[config.mk]
export PLATFORM = sky130hd
export DESIGN_NAME = ex_mem_pipe
export DESIGN_NICKNAME = d
export VERILOG_FILES = /design/src/rtl/ex_mem_pkg.sv /design/src/rtl/pipe_skid_stage.sv /design/src/rtl/ex_mem_pipe.sv
export SDC_FILE = /design/constraint.sdc
export NUM_CORES = 1
export LEC_CHECK = 0
export BUFFER_PORTS_ARGS = -buffer_cell sky130_fd_sc_hd__buf_2
export CAP_MARGIN = 10
export CORE_MARGIN = 1
export CORE_UTILIZATION = 55
export CTS_CLUSTER_DIAMETER = 150
export CTS_CLUSTER_SIZE = 16
export DETAILED_ROUTE_END_ITERATION = 6
export MAX_ROUTING_LAYER = met4
export PLACE_DENSITY_LB_ADDON = 0.05
export SLEW_MARGIN = 10
export SYNTH_ARGS = -nofsm -noshare
export SYNTH_HDL_FRONTEND = slang
export SYNTH_SLANG_ARGS = --single-unit
[constraint.sdc]
create_clock -name CLOCK -period 11.9 [get_ports CLOCK]
set_input_delay 1.785 -clock CLOCK [delete_from_list [all_inputs] [get_ports CLOCK]]
set_output_delay 1.785 -clock CLOCK [all_outputs]
set_load 0.02 [all_outputs]
[src/rtl/ex_mem_pkg.sv]
// EX->MEM pipeline package: control bit indices, payload field layout and
// pack/unpack helpers shared by the pipe and its users.
package ex_mem_pkg;

  localparam int CTRL_W        = 4;
  localparam int CTRL_REGWRITE = 0;
  localparam int CTRL_MEMTOREG = 1;
  localparam int CTRL_MEMWRITE = 2;
  localparam int CTRL_BRANCH   = 3;

  localparam int DATA_W = 32;
  localparam int REG_W  = 5;

  // Payload layout, LSB first: Zero, WriteReg, PCplus4, PCBranch, WriteData, ALUOut
  localparam int ZERO_LSB  = 0;
  localparam int WREG_LSB  = 1;
  localparam int PC4_LSB   = WREG_LSB + REG_W;
  localparam int PCB_LSB   = PC4_LSB + DATA_W;
  localparam int WDATA_LSB = PCB_LSB + DATA_W;
  localparam int ALU_LSB   = WDATA_LSB + DATA_W;
  localparam int PAYLOAD_W = ALU_LSB + DATA_W;

  typedef struct packed {
    logic [DATA_W-1:0] alu_out;
    logic [DATA_W-1:0] write_data;
    logic [DATA_W-1:0] pc_branch;
    logic [DATA_W-1:0] pc_plus4;
    logic [REG_W-1:0]  write_reg;
    logic              zero;
  } ex_mem_payload_t;

  function automatic logic [PAYLOAD_W-1:0] pack_payload(input ex_mem_payload_t p);
    logic [PAYLOAD_W-1:0] w;
    w = '0;
    w[ALU_LSB   +: DATA_W] = p.alu_out;
    w[WDATA_LSB +: DATA_W] = p.write_data;
    w[PCB_LSB   +: DATA_W] = p.pc_branch;
    w[PC4_LSB   +: DATA_W] = p.pc_plus4;
    w[WREG_LSB  +: REG_W]  = p.write_reg;
    w[ZERO_LSB]            = p.zero;
    return w;
  endfunction

  function automatic ex_mem_payload_t unpack_payload(input logic [PAYLOAD_W-1:0] w);
    ex_mem_payload_t p;
    p.alu_out    = w[ALU_LSB   +: DATA_W];
    p.write_data = w[WDATA_LSB +: DATA_W];
    p.pc_branch  = w[PCB_LSB   +: DATA_W];
    p.pc_plus4   = w[PC4_LSB   +: DATA_W];
    p.write_reg  = w[WREG_LSB  +: REG_W];
    p.zero       = w[ZERO_LSB];
    return p;
  endfunction

endpackage

[src/rtl/pipe_skid_stage.sv]
// One elastic skid-buffer stage: main + skid register, registered ready.
// The low CLR_W bits of the word are control and are cleared on flush.
module pipe_skid_stage #(
  parameter int W     = 8,
  parameter int CLR_W = 1
) (
  input  logic         clk,
  input  logic         rst,
  input  logic         flush,
  input  logic         in_valid,
  output logic         in_ready,
  input  logic [W-1:0] in_bits,
  output logic         out_valid,
  input  logic         out_ready,
  output logic [W-1:0] out_bits
);

  logic         m_v_q, m_v_d, s_v_q, s_v_d;
  logic [W-1:0] m_bits_q, m_bits_d, s_bits_q, s_bits_d;
  logic         accept, pop;

  assign in_ready  = !s_v_q;
  assign out_valid = m_v_q;
  assign out_bits  = m_bits_q;
  assign accept    = in_valid & !s_v_q;
  assign pop       = m_v_q & out_ready;

  // Next state: main refills from skid first, else from input; skid only
  // catches an accepted word when main is held by downstream.
  always_comb begin
    m_v_d    = m_v_q;
    s_v_d    = s_v_q;
    m_bits_d = m_bits_q;
    s_bits_d = s_bits_q;
    if (flush) begin
      m_v_d = 1'b0;
      s_v_d = 1'b0;
      m_bits_d[CLR_W-1:0] = '0;
      s_bits_d[CLR_W-1:0] = '0;
    end else if (!m_v_q || pop) begin
      if (s_v_q) begin
        m_v_d    = 1'b1;
        m_bits_d = s_bits_q;
        s_v_d    = 1'b0;
      end else begin
        m_v_d = accept;
        if (accept) m_bits_d = in_bits;
      end
    end else if (accept) begin
      s_v_d    = 1'b1;
      s_bits_d = in_bits;
    end
  end

  // State registers, async reset to empty
  always_ff @(posedge clk or posedge rst) begin
    if (rst) begin
      m_v_q    <= 1'b0;
      s_v_q    <= 1'b0;
      m_bits_q <= '0;
      s_bits_q <= '0;
    end else begin
      m_v_q    <= m_v_d;
      s_v_q    <= s_v_d;
      m_bits_q <= m_bits_d;
      s_bits_q <= s_bits_d;
    end
  end

endmodule

[src/rtl/ex_mem_pipe.sv]
// Elastic EX->MEM pipeline register: STAGES chained skid stages, occupancy
// counter, synchronous flush and bubble gating of control bits.
module ex_mem_pipe #(
  parameter int CTRL_W    = ex_mem_pkg::CTRL_W,
  parameter int DATA_W    = ex_mem_pkg::DATA_W,
  parameter int REG_W     = ex_mem_pkg::REG_W,
  parameter int STAGES    = 1,
  parameter int PAYLOAD_W = 4*DATA_W + REG_W + 1,
  localparam int OCC_W    = $clog2(2*STAGES+1)
) (
  input  logic                 CLOCK,
  input  logic                 RESET,
  input  logic                 flush,
  input  logic                 in_valid,
  output logic                 in_ready,
  input  logic [CTRL_W-1:0]    in_ctrl,
  input  logic [PAYLOAD_W-1:0] in_data,
  output logic                 out_valid,
  input  logic                 out_ready,
  output logic [CTRL_W-1:0]    out_ctrl,
  output logic [PAYLOAD_W-1:0] out_data,
  output logic [OCC_W-1:0]     occupancy
);

  localparam int W = CTRL_W + PAYLOAD_W;

  if (STAGES < 1 || STAGES > 4) begin : g_bad_stages
    $error("ex_mem_pipe: STAGES must be in 1..4");
  end

  // Chain buses: index i feeds stage i, index i+1 is its output
  logic [STAGES:0]        vld;
  logic [STAGES:0]        rdy;
  logic [STAGES:0][W-1:0] bus;

  assign vld[0]      = in_valid;
  assign bus[0]      = {in_data, in_ctrl};
  assign rdy[STAGES] = out_ready;
  assign in_ready    = rdy[0];

  for (genvar i = 0; i < STAGES; i++) begin : g_stage
    pipe_skid_stage #(.W(W), .CLR_W(CTRL_W)) u_stage (
      .clk       (CLOCK),
      .rst       (RESET),
      .flush     (flush),
      .in_valid  (vld[i]),
      .in_ready  (rdy[i]),
      .in_bits   (bus[i]),
      .out_valid (vld[i+1]),
      .out_ready (rdy[i+1]),
      .out_bits  (bus[i+1])
    );
  end

  assign out_valid = vld[STAGES];
  assign out_data  = bus[STAGES][W-1:CTRL_W];
  assign out_ctrl  = bus[STAGES][CTRL_W-1:0] & {CTRL_W{vld[STAGES]}};

  logic             in_fire, out_fire;
  logic [OCC_W-1:0] occ_q, occ_d;

  assign in_fire   = in_valid & rdy[0];
  assign out_fire  = vld[STAGES] & out_ready;
  assign occupancy = occ_q;

  // Occupancy next value: flush empties everything, else +accept -deliver
  always_comb begin
    occ_d = occ_q;
    if (flush) occ_d = '0;
    else if (in_fire && !out_fire) occ_d = occ_q + OCC_W'(1);
    else if (!in_fire && out_fire) occ_d = occ_q - OCC_W'(1);
  end

  // Occupancy register
  always_ff @(posedge CLOCK or posedge RESET) begin
    if (RESET) occ_q <= '0;
    else       occ_q <= occ_d;
  end

endmodule

==> results_dict.tcl, run 1 <==
set metrics [dict create \
    crit_required_ns 12.39 \
    fin_nets 1179 \
    clock_path_buffers 3 \
    dp_hpwl_mm 15.0 \
    drive_gt1_share_pct 54.0 \
    cts_tree "done" \
    start_util_pct 55.9 \
    grt_first_pass_wirelength_mm 37.8 \
    drc_errors 0 \
    cp_top_family "buffers and inverters" \
    path_max_fanout 133 \
    endpoint "g_stage[0].u_stage.out_bits[125]$_DFFE_PP0P_" \
    yosysSeqAreaShare_pct 53.4 \
    cp.depth 4 \
    use_met1_pct 25.9 \
    place_congestion 0.772 \
    yosysWarnings 0 \
    criticalPathCategory "in2async" \
    setup_viol 0 \
    ys.flop_type "dfrtp_1" \
    endpoint_kind "asynchronous set/reset pin" \
    multiInputGateArea_um2 4850 \
    rsz0062_at_grt "false" \
    row_count 56 \
    synth_top_area_share_pct 53.4 \
    p_per_area_nw_per_um2 166 \
    power_frac_seq_pct 52.6 \
    r2r_cells 4 \
    min_period_over_period_pct 32.0 \
    cts_root_buf "clkbuf_16" \
    cts_hold_buf 0 \
    p_int_mw 1.71 \
    regArea_um2 7010 \
    yosysTopAreaCell "dfrtp_1" \
    cts_buffers 21 \
    grt_overflow 0 \
    hold_viol 0 \
    h-tree-depth 1 \
    maxCapViolCount 0 \
    peakVddDrop_v 0.000102 \
    synth_area_leaders "dfrtp_1 (53%), mux2_2 (21%), mux2_1 (14%)" \
    use_met2_pct 31.4 \
    synth_edf_count 0 \
    clk_pin_slew_ns 0.07 \
    die_w_um 156 \
    totalWireLength_mm 23.6 \
    syn-num-nets 1046 \
    setup-tns-final_ns 0 \
    min_period_ns 3.81 \
    relSlewSlack_pct 27.4 \
    ant_nets 0 \
    grt_busiest_layer "met2" \
    clock_power_share_pct 26.5 \
    antenna_found_initial 6 \
    status "finished clean" \
    final_util_pct 61.0 \
    power_mw 2.37 \
    sw_frac_of_total_pct 28.0 \
    clock-sinks 280 \
    slowest_stage "buf_4" \
    ios 285 \
    post_cts_resized 0 \
    tightest_slew_ns 1.09 \
    startpoint "RESET" \
    postSynthAreaPerCell_um2 14.5 \
    area_growth_syn_to_layout_pct 9.01 \
    pwr-share-comb_pct 20.9 \
    worstHoldPathType "reg2reg" \
    slew_viol_final 0 \
    syn_area_um2 13100 \
    synthCells 903 \
    p_switching_mw 0.665 \
    worstPathArrival_ns 4.30 \
    wl_per_cell_um 17.3 \
    grt_pass1_vias 7197 \
    grt_max_degree 139 \
    synth_seq_cells 280 \
    coreArea_um2 23500 \
    cpMostUsedCell "buf_4" \
    clock.fmax_ghz 0.263 \
    skew_ns 0.0221 \
    r2r-start "g_stage[0].u_stage.s_v_q$_DFFE_PP0P_" \
    grt.total_usage_pct 20.1 \
    startpoint_type "input port" \
    crit_chain "buf_2 -> inv_8 -> buf_4 -> buf_4" \
    drtIter0Drc 261 \
    dr.pass1.iters 4 \
    via_per_inst 5.22 \
    dieArea_um2 24500 \
    cpPeakStageDelay_ns 0.85 \
    vias 7104 \
    fillCellCount 1911 \
    r2r_end "g_stage[0].u_stage.out_bits[73]$_DFFE_PP0P_" \
    power_leakage_nw 6.52 \
    async_flop_share_pct 100 \
    use_met3_pct 5.59 \
    synth_cell_types 31 \
    path_buf_inv 4 \
    r2r_setup_slack_ns 8.85 \
    clock_latency_ns 0.50 \
    portBuffers 284 \
    die_h_um 156 \
    cts_setup_buffers 0 \
]
[placed cells by master, fill, tap and decap left out, types with 4 or more instances in the layout]
master,Yosys,final
mux2i_1,5,5
buf_4,153,5
o2bb2ai_1,4,4
clkbuf_16,0,21
dfrtp_1,280,279
mux2_2,242,242
diode_2,0,6
a22o_1,4,4
mux2_1,160,160
and2_1,4,4
buf_2,13,284
[Yosys cell counts (all sizes together) (2+ instances only)]
library cell  instances
nor3                  3
inv                   2
and2                  4
nor2                  2
o2bb2ai               4
a21oi                 2
a22o                  4
mux2                402
mux2i                 5
dfrtp               280
nand2b                2
clkbuf               10
buf                 170
[power by group through the flow]
stage / logic [mW] / registers (mW) / clock network (mW)
finish: 0.497 / 1.25 / 0.628
global route: 0.541 / 1.28 / 0.681
CTS: 0.505 / 1.25 / 0.648
detailed placement: 0.505 / 1.27 / 0
global placement: 0.495 / 1.26 / 0
floorplan: 0.470 / 1.24 / 0
[cell families after synthesis]
family / share of synthesized area, %
AO/OA/AOI/OAI: 0.744
XOR/XNOR: 0.172
buffers and inverters: 9.70
flip-flops: 53.4
multiplexers: 34.9
AND/OR/NAND/NOR: 1.12
[layer usage]
layer | part of all wire, % | vias to the layer above
li1 | - | 3316
met1 | 45 | 3573
met2 | 46 | 179
met3 | 7.7 | 36
met4 | 1.8 | 0
met5 | 0 | -
[worst min path at each step]
stage                                                 start                                      endpoint  slack, ns  cells after the start
2_1_floorplan    g_stage[0].u_stage.out_bits[1]$_DFFE_PP0P_    g_stage[0].u_stage.out_bits[1]$_DFFE_PP0P_       0.45                      1
4_1_cts         g_stage[0].u_stage.out_bits[11]$_DFFE_PP0P_   g_stage[0].u_stage.out_bits[11]$_DFFE_PP0P_       0.49                      1
6_report        g_stage[0].u_stage.out_bits[51]$_DFFE_PP0P_   g_stage[0].u_stage.out_bits[51]$_DFFE_PP0P_       0.48                      1
5_1_grt        g_stage[0].u_stage.s_bits_q[108]$_DFFE_PP0P_  g_stage[0].u_stage.s_bits_q[108]$_DFFE_PP0P_       0.50                      1
3_3_place_gp    g_stage[0].u_stage.s_bits_q[49]$_DFFE_PP0P_   g_stage[0].u_stage.s_bits_q[49]$_DFFE_PP0P_       0.46                      1
3_5_place_dp    g_stage[0].u_stage.out_bits[11]$_DFFE_PP0P_   g_stage[0].u_stage.out_bits[11]$_DFFE_PP0P_       0.47                      1
[cell type report]
cell class              count  share of cell area, %
well taps                 319                   2.79
diodes                      6                  0.105
multi-input cells         441                   33.9
repair buffers            290                   10.3
clock inverters             1                 0.0612
inverters                   2                  0.105
flip-flops and latches    280                   49.0
clock buffers              22                   3.70
[flip-flops by register name, summed over array words and instances, names as in the netlist]
name and flops:
g_stage.u_stage.s_v_q 1, g_stage.u_stage.s_bits_q 138, occupancy 2, g_stage.u_stage.out_valid 1, g_stage.u_stage.out_bits 138
[stage by stage]
step | setup slack [ns] | hold WS [ns] | area (um^2) | std cells
global placement | 7.33 | 0.461 | 13800 | 1332
global route | 7.58 | 0.496 | 14300 | 1361
CTS | 7.87 | 0.485 | 14300 | 1355
finish | 8.09 | 0.480 | 14300 | 1361
detailed placement | 7.36 | 0.469 | 13800 | 1332
floorplan | 2.39 | 0.448 | 13100 | 903
Power figures use the tool's default switching activity.
==> run 2: changes to the inputs <==
- clock period: 11.9 -> 3.8 ns (I/O delays scaled with it)
==> run 2 against run 1 <==
Effect of this change: via count is essentially flat; first-iteration DRC count decreased by 4.2%; clock skew is 0.00098 ns lower; critical endpoint is now in_ready.
==> results_dict.tcl, run 2 (synthesis results as in run 1) <==
set metrics [dict create \
    status "finished clean" \
    portBuffers 284 \
    setup_viol 0 \
    die_h_um 156 \
    fillCellCount 1902 \
    cts_buffers 21 \
    fin_nets 1182 \
    peakVddDrop_v 0.000345 \
    maxCapViolCount 0 \
    cts_setup_buffers 0 \
    setup-tns-final_ns 0 \
    dr.pass1.iters 6 \
    cpPeakStageDelay_ns 0.64 \
    slowest_stage "dfrtp_4" \
    area_growth_syn_to_layout_pct 9.86 \
    coreArea_um2 23500 \
    tightest_slew_ns 0.861 \
    clock.fmax_ghz 0.371 \
    regArea_um2 7010 \
    endpoint_kind "primary output" \
    placed_area_um2 13900 \
    grt_overflow 0 \
    crit_chain "buf_12 -> inv_1 -> buf_2" \
    via_per_inst 5.20 \
    path_max_fanout 123 \
    power_leakage_nw 6.56 \
    startpoint_type "register" \
    grt_first_pass_wirelength_mm 37.9 \
    clock_latency_ns 0.50 \
    die_w_um 156 \
    dp_hpwl_mm 15.5 \
    slew_viol_final 0 \
    min_period_ns 2.69 \
    ant_nets 0 \
    clock_path_buffers 3 \
    drtIter0Drc 250 \
    wl_per_cell_um 17.6 \
    layout.cells.most_common "buf_2" \
    place_congestion 0.730 \
    rsz0062_at_grt "false" \
    layout_common_cells "buf_2 (284), dfrtp_1 (279), mux2_2 (242)" \
    start_util_pct 55.9 \
    dieArea_um2 24500 \
    post_cts_resized 0 \
    relSlewSlack_pct 42.6 \
    cts_tree "done" \
    totalWireLength_mm 24.1 \
    vias 7101 \
    grt_pass1_vias 7281 \
    cts_hold_buf 0 \
    crit_required_ns 3.23 \
    final_util_pct 61.4 \
    multiInputGateArea_um2 4850 \
    row_count 56 \
    ios 285 \
    criticalPathCategory "reg2out" \
    p_per_area_nw_per_um2 516 \
    min_period_over_period_pct 70.9 \
    antenna_found_initial 6 \
    hold_viol 0 \
    drc_errors 0 \
    clk_pin_slew_ns 0.07 \
    grt_max_degree 124 \
    worstPathArrival_ns 2.12 \
    final_area_um2 14400 \
    grt.total_usage_pct 20.2 \
    r2r_setup_slack_ns 1.46 \
    h-tree-depth 1 \
    drive_gt1_share_pct 54.1 \
    cts_root_buf "clkbuf_16" \
    worstHoldPathType "in2async" \
    power_mw 7.44 \
    skew_ns 0.0211 \
    clock-sinks 280 \
]
[run 2: cell types whose count changed in the layout (fill, tap and decap cells not counted)]
| cell | before | now |
|---|---|---|
| buf_12 | 1 | 8 |
| buf_4 | 5 | 1 |
| diode_2 | 6 | 8 |
| clkinvlp_4 | 0 | 1 |
| inv_8 | 1 | 0 |
[run 2: final cells by class]
cell class / instances / share of cell area, %
Multi-Input combinational cell: 441 / 33.6
Timing Repair Buffer: 293 / 11.0
Antenna cell: 8 / 0.139
Sequential cell: 280 / 48.6
Tap cell: 319 / 2.77
Inverter: 2 / 0.0781
Clock buffer: 22 / 3.67
Clock inverter: 1 / 0.0607
[run 2: where the power goes]
part / total [mW] / switching (mW) / internal [mW] / leakage, nW
logic: 1.58 / 0.831 / 0.748 / 2.91
registers: 3.90 / 0.279 / 3.62 / 3.38
clock network: 1.96 / 0.974 / 0.988 / 0.265
total: 7.44 / 2.08 / 5.35 / 6.56
[run 2: worst paths after layout]
path / start / end / cells after the start
worst max-delay path: g_stage[0].u_stage.s_v_q$_DFFE_PP0P_ / in_ready / 3
worst min-delay path: RESET / g_stage[0].u_stage.s_bits_q[118]$_DFFE_PP0P_ / 2
worst max register to register: g_stage[0].u_stage.s_v_q$_DFFE_PP0P_ / g_stage[0].u_stage.out_bits[74]$_DFFE_PP0P_ / 4
worst min register to register: g_stage[0].u_stage.out_bits[17]$_DFFE_PP0P_ / g_stage[0].u_stage.out_bits[17]$_DFFE_PP0P_ / 1
max in group asynchronous: RESET / g_stage[0].u_stage.s_v_q$_DFFE_PP0P_ / 3
min in group CLOCK: in_data[3] / g_stage[0].u_stage.s_bits_q[7]$_DFFE_PP0P_ / 2
[run 2: through the flow]
| stage | hold WS [ns] | instances | worst slack, ns |
|---|---|---|---|
| finish | 0.0890 | 1366 | 1.11 |
| global route | 0.106 | 1364 | 1.07 |
| CTS | 0.0902 | 1358 | 1.14 |
| detailed placement | 0.468 | 1335 | 1.34 |
| global placement | 0.461 | 1335 | 1.38 |
| floorplan | 0.448 | 903 | -0.477 |
[run 2: critical path, delay by kind of cell (launching register included)]
| kind | cells | cell delay (ns) |
|---|---|---|
| flops | 1 | 0.64 |
| buf+inv | 3 | 0.79 |
[run 2: routing by layer]
metal | vias up | track usage [%] | wire [um] | part of all wire (%)
li1 | 3314 | - | - | -
met1 | 3575 | 25.6 | 10700 | 44
met2 | 183 | 32.2 | 11200 | 47
met3 | 29 | 5.62 | 1750 | 7.3
met4 | 0 | 5.23 | 391 | 1.6
met5 | - | - | 0 | 0
==> run 3: changes to the inputs <==
- clock period: 3.8 -> 2.56 ns (I/O delays scaled with it)
==> run 3 against run 2 <==
Effect of this change: clock power is 49% higher; die area stayed put; combinational power is 49% higher; non-clock buffer count is 13 higher; sequential share of layout area is 0.38 points lower; global-route usage is 0.17 points higher; largest cell class unchanged.
==> results_dict.tcl, run 3 (synthesis results as in run 1) <==
set metrics [dict create \
    h-tree-depth 1 \
    final_util_pct 61.9 \
    placed_area_um2 14000 \
    dp_cells 1347 \
    criticalPathCategory "reg2out" \
    grt_max_degree 76 \
    dp_hpwl_mm 16.4 \
    tightest_slew_ns 0.633 \
    hold_ws_ns 0.111 \
    dp_worst_setup_slack_ns 0.570 \
    stdcell_count 1379 \
    multiInputGateArea_um2 4850 \
    clock_path_buffers 3 \
    clock-sinks 280 \
    drc_errors 0 \
    hold_viol 0 \
    path_max_fanout 75 \
    drtIter0Drc 208 \
    power_leakage_nw 6.62 \
    min_period_ns 1.95 \
    portBuffers 284 \
    startpoint "g_stage[0].u_stage.s_v_q$_DFFE_PP0P_" \
    layout_common_cells "buf_2 (284), dfrtp_1 (279), mux2_2 (242)" \
    setup-tns-final_ns 0 \
    grt_overflow 0 \
    grt.total_usage_pct 20.4 \
    holdCritStartpoint "in_data[7]" \
    power_mw 11.1 \
    grt_pass1_vias 7216 \
    drive_gt1_share_pct 54.6 \
    clk_pin_slew_ns 0.08 \
    worstHoldPathType "in2reg" \
    cts_buffers 21 \
    coreArea_um2 23500 \
    slew_viol_final 0 \
    status "finished clean" \
    p_per_area_nw_per_um2 762 \
    antenna_found_initial 7 \
    maxCapViolCount 0 \
    dr.pass1.iters 6 \
    fillCellCount 1886 \
    dieArea_um2 24500 \
    via_per_inst 5.21 \
    final_area_um2 14500 \
    relSlewSlack_pct 57.8 \
    area_growth_syn_to_layout_pct 10.7 \
    ant_nets 0 \
    peakVddDrop_v 0.000504 \
    vias 7186 \
    ios 285 \
    clock.fmax_ghz 0.512 \
    cpPeakStageDelay_ns 0.46 \
    skew_ns 0.0157 \
    start_util_pct 55.9 \
    fin_nets 1195 \
    totalWireLength_mm 24.4 \
    die_w_um 156 \
    startpoint_type "register" \
    slowest_stage "dfrtp_4" \
    place_congestion 0.731 \
    r2r-start "g_stage[0].u_stage.s_v_q$_DFFE_PP0P_" \
    clock_latency_ns 0.50 \
    cts_tree "done" \
    endpoint_kind "primary output" \
    cts_root_buf "clkbuf_16" \
    setup_slack_ns 0.608 \
    grt_first_pass_wirelength_mm 38.3 \
    wl_per_cell_um 17.7 \
    layout.cells.most_common "buf_2" \
    die_h_um 156 \
    worstPathArrival_ns 1.57 \
    row_count 56 \
    crit_chain "buf_12 -> inv_1 -> buf_2" \
    rsz0062_at_grt "false" \
    setup_viol 0 \
    crit_required_ns 2.18 \
    min_period_over_period_pct 76.2 \
    regArea_um2 7010 \
]
## run 3: cell types whose count changed in the layout (fill, tap and decap cells not counted)
cell           previous run  this run
buf_4                     1        12
buf_12                    8         9
dlygate4sd3_1             0         1
## run 3: final timing paths
path                            slack, ns  cells after the start                                      endpoint
worst max-delay path                 0.61                      3                                      in_ready
worst min-delay path                 0.11                      2   g_stage[0].u_stage.s_bits_q[11]$_DFFE_PP0P_
worst max register to register       0.61                      4   g_stage[0].u_stage.s_bits_q[49]$_DFFE_PP0P_
worst min register to register       0.48                      1   g_stage[0].u_stage.out_bits[59]$_DFFE_PP0P_
max in group asynchronous            1.24                      5  g_stage[0].u_stage.out_bits[100]$_DFFE_PP0P_
min in group asynchronous            0.42                      3  g_stage[0].u_stage.out_bits[119]$_DFFE_PP0P_
## run 3: cell type report
class / count / share of cell area (%)
Antenna cell: 8 / 0.138
Clock buffer: 22 / 3.64
Clock inverter: 1 / 0.0603
Inverter: 2 / 0.0775
Multi-Input combinational cell: 441 / 33.4
Sequential cell: 280 / 48.2
Tap cell: 319 / 2.75
Timing Repair Buffer: 306 / 11.7
## run 3: metal layers
layer	track usage (%)	routed length (um)
met3	5.37	1670
met2	31.9	11300
met1	26.5	10900
met5	-	0
met4	5.32	501
## run 3: where the power goes
| part | leakage, nW | switching [mW] | internal (mW) |
|---|---|---|---|
| logic | 2.98 | 1.23 | 1.12 |
| registers | 3.38 | 0.430 | 5.37 |
| clock network | 0.265 | 1.45 | 1.47 |
| total | 6.62 | 3.11 | 7.96 |
## run 3: timing repair
action | CTS | global route
endpoints found under the setup margin | 0 | 0
setup buffers | 0 | 0
endpoints found under the hold margin | 9 | 0
hold buffers | 1 | 0
resized for setup | 0 | 0
## run 3: critical path: cells and delay by family (launching register included)
family	cells	cell delay [ns]
buffers and inverters	3	0.57
flip-flops	1	0.46
